## src/rtl/rf_wb_arbiter_pkg.sv

```systemverilog
// Shared CPU definitions for the register-file write-port arbiter.
package cpu_pkg;
  localparam int REG_IDX_W    = 5;
  localparam int XLEN_DEFAULT = 32;
  localparam int NREG_DEFAULT = 32;
  localparam int STARVE_CNT_W = 4;

  typedef enum logic [0:0] {
    WB_PRI = 1'b0,
    MC_PRI = 1'b1
  } arb_state_t;

  localparam logic [REG_IDX_W-1:0] REG_ZERO = 5'd0;
endpackage

```

## src/rtl/rf_wb_arbiter_if.sv

```systemverilog
// Request, grant, register-file and scoreboard signals of the write-port arbiter.
interface rf_wb_arbiter_if #(
  parameter int XLEN = cpu_pkg::XLEN_DEFAULT,
  parameter int NREG = cpu_pkg::NREG_DEFAULT
) ();
  logic                           wb_valid;
  logic [cpu_pkg::REG_IDX_W-1:0]  wb_rd;
  logic [XLEN-1:0]                wb_data;
  logic                           wb_ready;
  logic                           mc_valid;
  logic [cpu_pkg::REG_IDX_W-1:0]  mc_rd;
  logic [XLEN-1:0]                mc_data;
  logic                           mc_ready;
  logic                           iss_valid;
  logic [cpu_pkg::REG_IDX_W-1:0]  iss_rd;
  logic [cpu_pkg::REG_IDX_W-1:0]  rs1;
  logic [cpu_pkg::REG_IDX_W-1:0]  rs2;
  logic                           hazard;
  logic                           rf_we;
  logic [cpu_pkg::REG_IDX_W-1:0]  rf_rd;
  logic [XLEN-1:0]                rf_wdata;
  logic [NREG-1:0]                busy_vec;

  modport slave (
    input  wb_valid, wb_rd, wb_data, mc_valid, mc_rd, mc_data,
    input  iss_valid, iss_rd, rs1, rs2,
    output wb_ready, mc_ready, hazard, rf_we, rf_rd, rf_wdata, busy_vec
  );

  modport master (
    output wb_valid, wb_rd, wb_data, mc_valid, mc_rd, mc_data,
    output iss_valid, iss_rd, rs1, rs2,
    input  wb_ready, mc_ready, hazard, rf_we, rf_rd, rf_wdata, busy_vec
  );
endinterface

```

## src/rtl/rf_wb_arbiter_scoreboard.sv

```systemverilog
// Busy scoreboard of MC-pending destinations with decode RAW hazard compare.
module rf_scoreboard
  import cpu_pkg::*;
#(
  parameter int NREG = NREG_DEFAULT
) (
  input  logic                 clk,
  input  logic                 rst,
  input  logic                 set_valid,
  input  logic [REG_IDX_W-1:0] set_rd,
  input  logic                 clr_valid,
  input  logic [REG_IDX_W-1:0] clr_rd,
  input  logic [REG_IDX_W-1:0] rs1,
  input  logic [REG_IDX_W-1:0] rs2,
  output logic [NREG-1:0]      busy_vec,
  output logic                 hazard
);
  logic [NREG-1:0] busy_q, busy_d;

  // Clear is applied before set so a same-cycle issue to the same index wins.
  always_comb begin
    busy_d = busy_q;
    if (clr_valid) busy_d[clr_rd] = 1'b0;
    if (set_valid && set_rd != REG_ZERO) busy_d[set_rd] = 1'b1;
    busy_d[0] = 1'b0;
  end

  always_ff @(posedge clk) begin
    if (rst) busy_q <= '0;
    else     busy_q <= busy_d;
  end

  assign busy_vec = busy_q;
  assign hazard   = (rs1 != REG_ZERO && busy_q[rs1]) ||
                    (rs2 != REG_ZERO && busy_q[rs2]);
endmodule

```

## src/rtl/rf_wb_arbiter.sv

```systemverilog
// Register-file write-port arbiter: WB priority with MC anti-starvation forcing.
// Optional statistics counters are enabled with the RF_ARB_STATS_EN macro.
module rf_wb_arbiter
  import cpu_pkg::*;
#(
  parameter int XLEN         = XLEN_DEFAULT,
  parameter int NREG         = NREG_DEFAULT,
  parameter int STARVE_LIMIT = 4
) (
  input  logic             clk,
  input  logic             rst,
  rf_wb_arbiter_if.slave   bus
`ifdef RF_ARB_STATS_EN
  ,
  output logic [15:0]      conflict_cnt,
  output logic [15:0]      forced_cnt
`endif
);
  localparam logic [STARVE_CNT_W-1:0] STARVE_LAST = STARVE_CNT_W'(STARVE_LIMIT - 1);

  arb_state_t              state_q;
  logic [STARVE_CNT_W-1:0] starve_q;
  logic                    mc_pri, conflict, grant_mc, grant_wb, enter_mc_pri;
  logic [REG_IDX_W-1:0]    rd_mux;
  logic [XLEN-1:0]         wdata_mux;

  always_comb begin
    mc_pri       = (state_q == MC_PRI);
    conflict     = bus.wb_valid && bus.mc_valid;
    grant_mc     = mc_pri ? bus.mc_valid : (bus.mc_valid && !bus.wb_valid);
    grant_wb     = bus.wb_valid && !grant_mc;
    enter_mc_pri = !mc_pri && conflict && (starve_q == STARVE_LAST);
  end

  // Zero-latency write mux so the write lands on this same edge.
  always_comb begin
    rd_mux    = REG_ZERO;
    wdata_mux = '0;
    if (grant_mc) begin
      rd_mux    = bus.mc_rd;
      wdata_mux = bus.mc_data;
    end else if (grant_wb) begin
      rd_mux    = bus.wb_rd;
      wdata_mux = bus.wb_data;
    end
  end

  assign bus.rf_we    = (grant_mc || grant_wb) && (rd_mux != REG_ZERO);
  assign bus.rf_rd    = rd_mux;
  assign bus.rf_wdata = wdata_mux;
  assign bus.wb_ready = !(mc_pri && bus.mc_valid);
  assign bus.mc_ready = grant_mc;

  always_ff @(posedge clk) begin
    if (rst) begin
      state_q  <= WB_PRI;
      starve_q <= '0;
    end else begin
      case (state_q)
        WB_PRI: begin
          if (conflict) begin
            starve_q <= starve_q + 1'b1;
            if (enter_mc_pri) state_q <= MC_PRI;
          end else begin
            starve_q <= '0;
          end
        end
        MC_PRI: begin
          state_q  <= WB_PRI;
          starve_q <= '0;
        end
        default: begin
          state_q  <= WB_PRI;
          starve_q <= '0;
        end
      endcase
    end
  end

  rf_scoreboard #(
    .NREG (NREG)
  ) u_scoreboard (
    .clk       (clk),
    .rst       (rst),
    .set_valid (bus.iss_valid),
    .set_rd    (bus.iss_rd),
    .clr_valid (bus.mc_valid && grant_mc),
    .clr_rd    (bus.mc_rd),
    .rs1       (bus.rs1),
    .rs2       (bus.rs2),
    .busy_vec  (bus.busy_vec),
    .hazard    (bus.hazard)
  );

`ifdef RF_ARB_STATS_EN
  logic [15:0] conflict_q, forced_q;

  always_ff @(posedge clk) begin
    if (rst) begin
      conflict_q <= '0;
      forced_q   <= '0;
    end else begin
      if (conflict && conflict_q != 16'hFFFF)   conflict_q <= conflict_q + 16'd1;
      if (enter_mc_pri && forced_q != 16'hFFFF) forced_q   <= forced_q + 16'd1;
    end
  end

  assign conflict_cnt = conflict_q;
  assign forced_cnt   = forced_q;
`endif
endmodule

```

## src/flat_wrapper.sv

```systemverilog
// flat-port wrapper written by rule: the top's interface ports become plain ports
module rf_wb_arbiter_flat import cpu_pkg::*;
#(
  parameter int XLEN         = XLEN_DEFAULT,
  parameter int NREG         = NREG_DEFAULT,
  parameter int STARVE_LIMIT = 4
)
  (clk, rst, bus_wb_valid, bus_wb_rd, bus_wb_data, bus_mc_valid, bus_mc_rd, bus_mc_data, bus_iss_valid, bus_iss_rd, bus_rs1, bus_rs2, bus_wb_ready, bus_mc_ready, bus_hazard, bus_rf_we, bus_rf_rd, bus_rf_wdata, bus_busy_vec);
  rf_wb_arbiter_if #(.XLEN(XLEN), .NREG(NREG)) bus_i ();
  input  logic clk;
  input  logic rst;
  input wire logic [$bits(bus_i.wb_valid)-1:0] bus_wb_valid;
  input wire logic [$bits(bus_i.wb_rd)-1:0] bus_wb_rd;
  input wire logic [$bits(bus_i.wb_data)-1:0] bus_wb_data;
  input wire logic [$bits(bus_i.mc_valid)-1:0] bus_mc_valid;
  input wire logic [$bits(bus_i.mc_rd)-1:0] bus_mc_rd;
  input wire logic [$bits(bus_i.mc_data)-1:0] bus_mc_data;
  input wire logic [$bits(bus_i.iss_valid)-1:0] bus_iss_valid;
  input wire logic [$bits(bus_i.iss_rd)-1:0] bus_iss_rd;
  input wire logic [$bits(bus_i.rs1)-1:0] bus_rs1;
  input wire logic [$bits(bus_i.rs2)-1:0] bus_rs2;
  output wire logic [$bits(bus_i.wb_ready)-1:0] bus_wb_ready;
  output wire logic [$bits(bus_i.mc_ready)-1:0] bus_mc_ready;
  output wire logic [$bits(bus_i.hazard)-1:0] bus_hazard;
  output wire logic [$bits(bus_i.rf_we)-1:0] bus_rf_we;
  output wire logic [$bits(bus_i.rf_rd)-1:0] bus_rf_rd;
  output wire logic [$bits(bus_i.rf_wdata)-1:0] bus_rf_wdata;
  output wire logic [$bits(bus_i.busy_vec)-1:0] bus_busy_vec;
  assign bus_i.wb_valid = bus_wb_valid;
  assign bus_i.wb_rd = bus_wb_rd;
  assign bus_i.wb_data = bus_wb_data;
  assign bus_i.mc_valid = bus_mc_valid;
  assign bus_i.mc_rd = bus_mc_rd;
  assign bus_i.mc_data = bus_mc_data;
  assign bus_i.iss_valid = bus_iss_valid;
  assign bus_i.iss_rd = bus_iss_rd;
  assign bus_i.rs1 = bus_rs1;
  assign bus_i.rs2 = bus_rs2;
  assign bus_wb_ready = bus_i.wb_ready;
  assign bus_mc_ready = bus_i.mc_ready;
  assign bus_hazard = bus_i.hazard;
  assign bus_rf_we = bus_i.rf_we;
  assign bus_rf_rd = bus_i.rf_rd;
  assign bus_rf_wdata = bus_i.rf_wdata;
  assign bus_busy_vec = bus_i.busy_vec;
  rf_wb_arbiter #(.XLEN(XLEN), .NREG(NREG), .STARVE_LIMIT(STARVE_LIMIT)) u_core (.clk(clk), .rst(rst), .bus(bus_i));
endmodule
```

## config.mk

```make
export PLATFORM = sky130hd
export DESIGN_NAME = rf_wb_arbiter_flat
export DESIGN_NICKNAME = d
export VERILOG_FILES = /design/src/rtl/rf_wb_arbiter_pkg.sv /design/src/rtl/rf_wb_arbiter_if.sv /design/src/rtl/rf_wb_arbiter_scoreboard.sv /design/src/rtl/rf_wb_arbiter.sv /design/src/flat_wrapper.sv
export SDC_FILE = /design/constraint.sdc
export NUM_CORES = 1
export LEC_CHECK = 0
export ABC_AREA = 1
export BUFFER_PORTS_ARGS = -buffer_cell sky130_fd_sc_hd__buf_4
export CAP_MARGIN = 25
export CORE_AREA = 3 3 105 77
export DETAILED_ROUTE_END_ITERATION = 8
export DIE_AREA = 0 0 108 80
export GPL_TIMING_DRIVEN = 0
export PLACE_DENSITY = 0.76
export SYNTH_ARGS = -nofsm -noshare
export SYNTH_HDL_FRONTEND = slang
export SYNTH_SLANG_ARGS = --single-unit
```

## constraint.sdc

```tcl
create_clock -name clk -period 1.2 [get_ports clk]
set_input_delay 0.06 -clock clk [delete_from_list [all_inputs] [get_ports clk]]
set_output_delay 0.06 -clock clk [all_outputs]
set_load 0.05 [all_outputs]
```

# Word level (Yosys, flattened, before mapping)
# Index checks and enable logic that the tools add are counted.
[word_totals]
reg_bits = 37
latch_bits = 0
ramBits = 0
mem_bits_ro = 0
in_bits = 94
elab_cells = 59
memories = 0
[op_classes]
add_sub_neg = 1
n_mul = 0
n_div = 0
n_lt_le_gt_ge = 6
eq_ne = 1
shifts = 0
muxes = 20
bitwise = 4
n_reduce_logical = 23
[ops]
columns = ["operator", "count"]
rows = [
  ["$mux W32", 4],
  ["$and A32 B32 Y32", 1],
  ["$not A32 Y32", 1],
  ["$or A32 B32 Y32", 1],
  ["$lt A5 B6 Y1 const B", 4],
  ["$reduce_bool A5 Y1", 4],
  ["$logic_and A1 B1 Y1", 13],
  ["$bmux W1 S5", 2],
  ["$demux W1 S5", 2],
  ["$ge A5 B1 Y1 const B", 2],
  ["$mux W5", 2],
  ["$pmux W4 S2", 1],
  ["$mux W1", 7],
  ["$add A4 B1 Y4 const B", 1],
  ["$eq A4 B2 Y1 const B", 1],
  ["$logic_not A1 Y1", 4],
  ["$mux W4", 1],
  ["$logic_or A1 B1 Y1", 2],
  ["$pmux W1 S2", 1],
  ["$not A1 Y1", 1],
]

# Depth between registers and ports, before layout
[depth]
depth_word = 9
depth_mapped = 13
mapped_depth_nobuf = 12

# Hierarchy
# A second synthesis with hierarchy kept.
[hier_totals]
cells_unflattened = 505
area_unflattened_um2 = 2846.5
[modules_own_cells]
columns = ["mod", "instances", "cells_each", "area_per_inst_um2"]
rows = [
  ["rf_scoreboard", 1, 353, 2087.0],
  ["rf_wb_arbiter", 1, 152, 759.5],
]

# Least setup slack after synthesis
# Ideal clock, no wire load.
[synth_path]
kind = "reg2out"
start = "register u_core.state_q, in the netlist u_core.mc_pri"
end = "output bus_rf_we"
t_arrival_ns = 2.213
required_ns = 1.140
setup_slack_ns = -1.073
stages_incl_launch_ff = 7
path_buffers = 0
cell_sequence = "dfxtp_1 inv_1 nand2_1 nand2_1 o21ai_0 nor3_1 nand2_1"
[synth_between]
elab_chain_cells = 7
word_cells_on_any_way = 8
[synth_lines]
columns = ["item", "line", "rtl"]
rows = [
  ["start: declaration", "rf_wb_arbiter.sv:21", "arb_state_t state_q;"],
  ["start signal: assignment", "rf_wb_arbiter.sv:56", "state_q <= WB_PRI;"],
  ["start signal: assignment", "rf_wb_arbiter.sv:63", "if (enter_mc_pri) state_q <= MC_PRI;"],
  ["start signal: assignment", "rf_wb_arbiter.sv:69", "state_q <= WB_PRI;"],
  ["$mux W1 *", "rf_wb_arbiter.sv:30", "grant_mc = mc_pri ? bus.mc_valid : (bus.mc_valid && !bus.wb_valid);"],
  ["$logic_not A1 Y1", "rf_wb_arbiter.sv:31", "grant_wb = bus.wb_valid && !grant_mc;"],
  ["$logic_and A1 B1 Y1", "rf_wb_arbiter.sv:31", ""],
  ["$mux W5", "rf_wb_arbiter.sv:42", "end else if (grant_wb) begin"],
  ["$mux W5 *", "rf_wb_arbiter.sv:39", "if (grant_mc) begin"],
  ["net bus_rf_rd[2]", "flat_wrapper.sv:26", "output wire logic [$bits(bus_i.rf_rd)-1:0] bus_rf_rd;"],
  ["$reduce_bool A5 Y1 *", "rf_wb_arbiter.sv:48", "assign bus.rf_we = (grant_mc || grant_wb) && (rd_mux != REG_ZERO);"],
  ["$logic_and A1 B1 Y1 *", "rf_wb_arbiter.sv:48", ""],
  ["end: declaration", "flat_wrapper.sv:25", "output wire logic [$bits(bus_i.rf_we)-1:0] bus_rf_we;"],
]
# Mark *: on every way through the listed nets, which the timed path passes. The rest lies on a longest branch.

# Final worst setup path
[layout_path]
start = "register u_core.state_q, in the netlist u_core.mc_pri"
end = "output bus_rf_we"
[layout_between]
elab_chain_cells = 7
word_cells_on_any_way = 8
[layout_lines]
columns = ["item", "line"]
rows = [
  ["$mux W1 *", "rf_wb_arbiter.sv:30"],
  ["$logic_not A1 Y1", "rf_wb_arbiter.sv:31"],
  ["$logic_and A1 B1 Y1", "rf_wb_arbiter.sv:31"],
  ["$mux W5", "rf_wb_arbiter.sv:42"],
  ["$mux W5", "rf_wb_arbiter.sv:39"],
  ["$reduce_bool A5 Y1", "rf_wb_arbiter.sv:48"],
  ["$logic_and A1 B1 Y1 *", "rf_wb_arbiter.sv:48"],
]
# Mark *: on every way between the ends. The rest lies on a longest branch, timed or not.

==> Flow_metrics.wiki <==
{| class="wikitable"
! Metric !! Value
|-
| Buffers on Ports || 163
|-
| Cell area power density || 693 nW/µm²
|-
| Post-synth top area share || 26.1%
|-
| Async S/R FF share, synth || 0%
|-
| # H-tree levels || 2
|-
| DP HPWL || ~10000 µm
|-
| DRC marker count from the first detailed-route iteration || 543
|-
| Post-Synth Simple-Gate Area || 47.1%
|-
| Category of the most critical setup path || reg2out
|-
| Die area || ~8600 µm²
|-
| Num Clock Sinks || 36
|-
| Max-slew headroom at the worst pin || roughly 50%
|-
| Final setup violation count || 72
|-
| Smallest hold slack || about 0.083 ns
|-
| CTS max path bufs || 2
|-
| Overall fraction of global-route tracks in use || around 38%
|-
| Total count of max-transition violations in the final report || 0
|-
| Area of the core || 7190 µm²
|-
| Data arrival time of the critical path || 1.52 ns
|-
| Antenna violations before repair || 0
|-
| Primary flip-flop cell chosen by synthesis mapping || dfxtp_1
|-
| CTS tree || done
|-
| Count leader, synth || nand2_1
|-
| Vias in the first global route || 4457
|-
| Part of the power in the clock network || 22.0%
|-
| Count of different cell masters after synthesis || 24
|-
| Combinational family with the most area after synthesis || simple AND/OR/NAND/NOR gates
|-
| Post-synthesis cell area || 2820 µm²
|-
| Flip-flop and latch count after synthesis || 36
|-
| Setup repair after global routing missed its margin || yes
|-
| Area leader, netlist || nand2_1
|-
| Warnings, synthesis || 0
|-
| Clock root buffer || clkbuf_8
|-
| Critical Path Fanout Max || 4
|-
| Max stage delay cell, worst path || dfxtp_2
|-
| Instance count of the mapped netlist || around 510
|-
| Via/cell ratio || ~5.9
|-
| Internal power || 2.46 mW
|-
| I/O Pins || between 150 and 200
|-
| Die Wd || 108 µm
|-
| Sw Pwr || 1.74 mW
|-
| Leftover overflow at the end of global routing || 0
|-
| Biggest area contributors in the synthesized netlist || nand2_1 (26%), dfxtp_1 (26%), nand3_1 (16%), inv_1 (7.3%), o21ai_0 (6.0%)
|-
| Slew at the pin closest to its max-slew limit || 0.753 ns
|-
| Net count after synthesis || 606
|-
| Clk pin slew, worst setup/hold paths || roughly 0.070 ns
|-
| Path type of the worst min-delay path || in2reg
|-
| Startpoint Class || flop
|-
| Starting Density || 39.2%
|-
| Total Routed Length || ~17000 µm
|-
| Sequential share of power || 28.0%
|-
| Total negative setup slack || -17.16 ns
|-
| Achievable clock frequency || ~630 MHz
|-
| Via count || 4721
|-
| Worst path cell trace || inv_2, nand2_4, nand2_8, buf_6, o21ai_4, nor3_2, nand2_2, buf_8
|-
| Period utilisation layout || 132%
|-
| Drt pass-1 iters || 9
|-
| Switching Share || 41.4%
|-
| Sequential share of the synthesized area || 25.6%
|-
| Final setup skew || 0.00194 ns
|-
| Fraction of the core area covered by cells at the end of the flow || between 80% and 90%
|-
| # rows || 26
|-
| Final Hold Fails || 0
|-
| Setup crit end kind || output port
|-
| Worst path bufs/invs || 3
|-
| Wirelength per Cell || 21.4 µm
|-
| Share of synthesized area spent on multiplexers || 0%
|-
| Area share of xor/xnor cells in the synthesized design || 0%
|-
| Number of nets with antenna violations after detailed routing || 0
|-
| Min cycle time layout || 1.58 ns
|-
| Outcome || finished with violations
|-
| Adder-cell share of the synthesized area || less than 1%
|-
| DRC violation count after routing || 2
|-
| Count of filler cells inserted in the layout || 413
|-
| Mean instance size in the synthesized netlist || 5.51 µm²
|-
| Antenna diode instance count || 0
|-
| Fraction of layout instances using a drive strength above 1 || 60.1%
|-
| Area growth from synthesis to final layout || 115%
|-
| Placer Congestion || 0.968
|-
| Global-route wire length before repair || 24800 µm
|-
| Smallest setup slack after layout || -0.381 ns
|-
| Area fraction in compound gates after synthesis || 13.6%
|-
| Vertical die dimension || 80 µm
|-
| Max Cap Violations || 0
|-
| Failing checks || DRC, setup timing
|-
| Family with the most delay on the worst path || simple AND/OR/NAND/NOR gates
|-
| EDFF count, synth || 0
|-
| IR Drop Worst-Case VDD || 0.537 mV
|-
| Layout net count || 803
|-
| Skew-Pair Late Insertion Delay || ~0.29 ns
|-
| Largest incremental delay on the critical path || 0.34 ns
|-
| Comb power frac || 50.0%
|-
| Pin count of the biggest net entering global routing || 12
|-
| Number of buffers added by the clock tree synthesis step || 5
|-
| Most common library cells after synthesis || nand2_1 (196), nand3_1 (92), inv_1 (55)
|-
| Lkg Pwr || about 3.0 nW
|-
| CP required || 1.14 ns
|}
-- layout make-up --
type / count / area [µm²] / area share [%]
Timing Repair Buffer: 191 / 1890 / 31.1
Sequential cell: 36 / 826 / 13.6
Multi-Input combinational cell: 390 / 2670 / 44.1
Clock buffer: 7 / 86.3 / 1.43
Clock inverter: 1 / 3.75 / 0.0620
Inverter: 64 / 268 / 4.42
Timing Repair inverter: 1 / 16.3 / 0.269
Tap cell: 98 / 123 / 2.02
Buffer: 19 / 175 / 2.89
-- worst min-delay path, delay by kind of cell --
kind,cells,cell delay [ns]
compound gates,1,0.05
buf+inv,1,0.10
simple gates,2,0.12
-- power by group through the flow --
| stage | combinational (mW) | clock, mW | sequential [mW] |
|---|---|---|---|
| after detailed placement | 1.53 | 0 | 1.20 |
| after floorplan | 0.916 | 0 | 1.24 |
| after global placement | 1.51 | 0 | 1.20 |
| final | 2.10 | 0.924 | 1.18 |
| after global routing | 2.17 | 0.968 | 1.18 |
| after CTS | 1.96 | 0.896 | 1.17 |
-- cells by family (layout without fill, tap and decap cells) --
| group | Yosys count | after routing |
|---|---|---|
| fa+ha+maj | 1 | 1 |
| flops | 36 | 36 |
| buf+inv | 85 | 283 |
| simple gates | 314 | 314 |
| compound gates | 74 | 74 |
| other cells | 1 | 1 |
-- final timing paths --
path,cells past startpoint,start,slack [ns],endpoint
max reg2reg,9,u_core.mc_pri,-0.32,u_core.u_scoreboard.busy_vec[13]
max,8,u_core.mc_pri,-0.38,bus_rf_we
min reg2reg,1,u_core.starve_q[0],0.45,u_core.starve_q[0]
min,4,bus_iss_rd[4],0.08,u_core.u_scoreboard.busy_vec[5]
-- metrics by stage --
step                setup slack (ns)  total power [mW]  std cells  area [µm²]
floorplan                     -0.102              2.16        511        3230
global placement              -0.354              2.71        772        4580
detailed placement            -0.386              2.73        772        4580
CTS                           -0.311              4.03        808        5880
global route                  -0.424              4.31        807        6060
finish                        -0.381              4.20        807        6060
-- routing by layer --
layer / track usage (%) / wire, µm / vias to the layer above
met2: 64.5 / 8140 / 362
li1: - / - / 2045
met5: 0 / 0 / -
met4: 14.0 / 918 / 0
met3: 8.97 / 1930 / 96
met1: 45.9 / 6270 / 2218
-- state kept, by name, indices dropped and copies added, names as in the netlist --
| signal | flops |
|---|---|
| u_core.mc_pri | 1 |
| u_core.starve_q | 4 |
| u_core.u_scoreboard.busy_vec | 31 |
-- repair_timing --
action	CTS	global route
cloned	7	0
hold endpoints to repair	1	0
resized for setup	258	84
setup buffers	20	4
endpoints found under the setup margin	72	76
pin swaps	35	24
hold buffers	1	0
-- cells in the final DEF, fill, tap and decap left out, types with 2 or more instances in the layout --
master | Yosys | layout
nand2_4 | 0 | 61
clkbuf_1 | 5 | 4
nand3_2 | 0 | 36
buf_2 | 5 | 2
o21ai_1 | 2 | 8
dfxtp_4 | 0 | 26
dfxtp_1 | 36 | 4
o211ai_1 | 2 | 2
a31oi_1 | 2 | 2
nand3_4 | 0 | 6
buf_4 | 3 | 136
nand2_2 | 0 | 9
buf_8 | 0 | 45
nand2_8 | 0 | 2
buf_6 | 4 | 12
o21ai_4 | 0 | 6
clkbuf_2 | 0 | 2
nor3_2 | 0 | 2
clkbuf_8 | 0 | 6
inv_2 | 7 | 18
inv_4 | 2 | 6
a21oi_1 | 33 | 28
inv_1 | 55 | 39
buf_12 | 0 | 8
o21ai_2 | 1 | 23
nor3_1 | 11 | 9
nand3_1 | 92 | 50
nand2_1 | 196 | 124
dfxtp_2 | 0 | 6
a21oi_2 | 0 | 5
nor2_2 | 2 | 2
or2_2 | 3 | 3
nor2_1 | 9 | 9
Note: power is estimated with default switching activity, not from simulation.
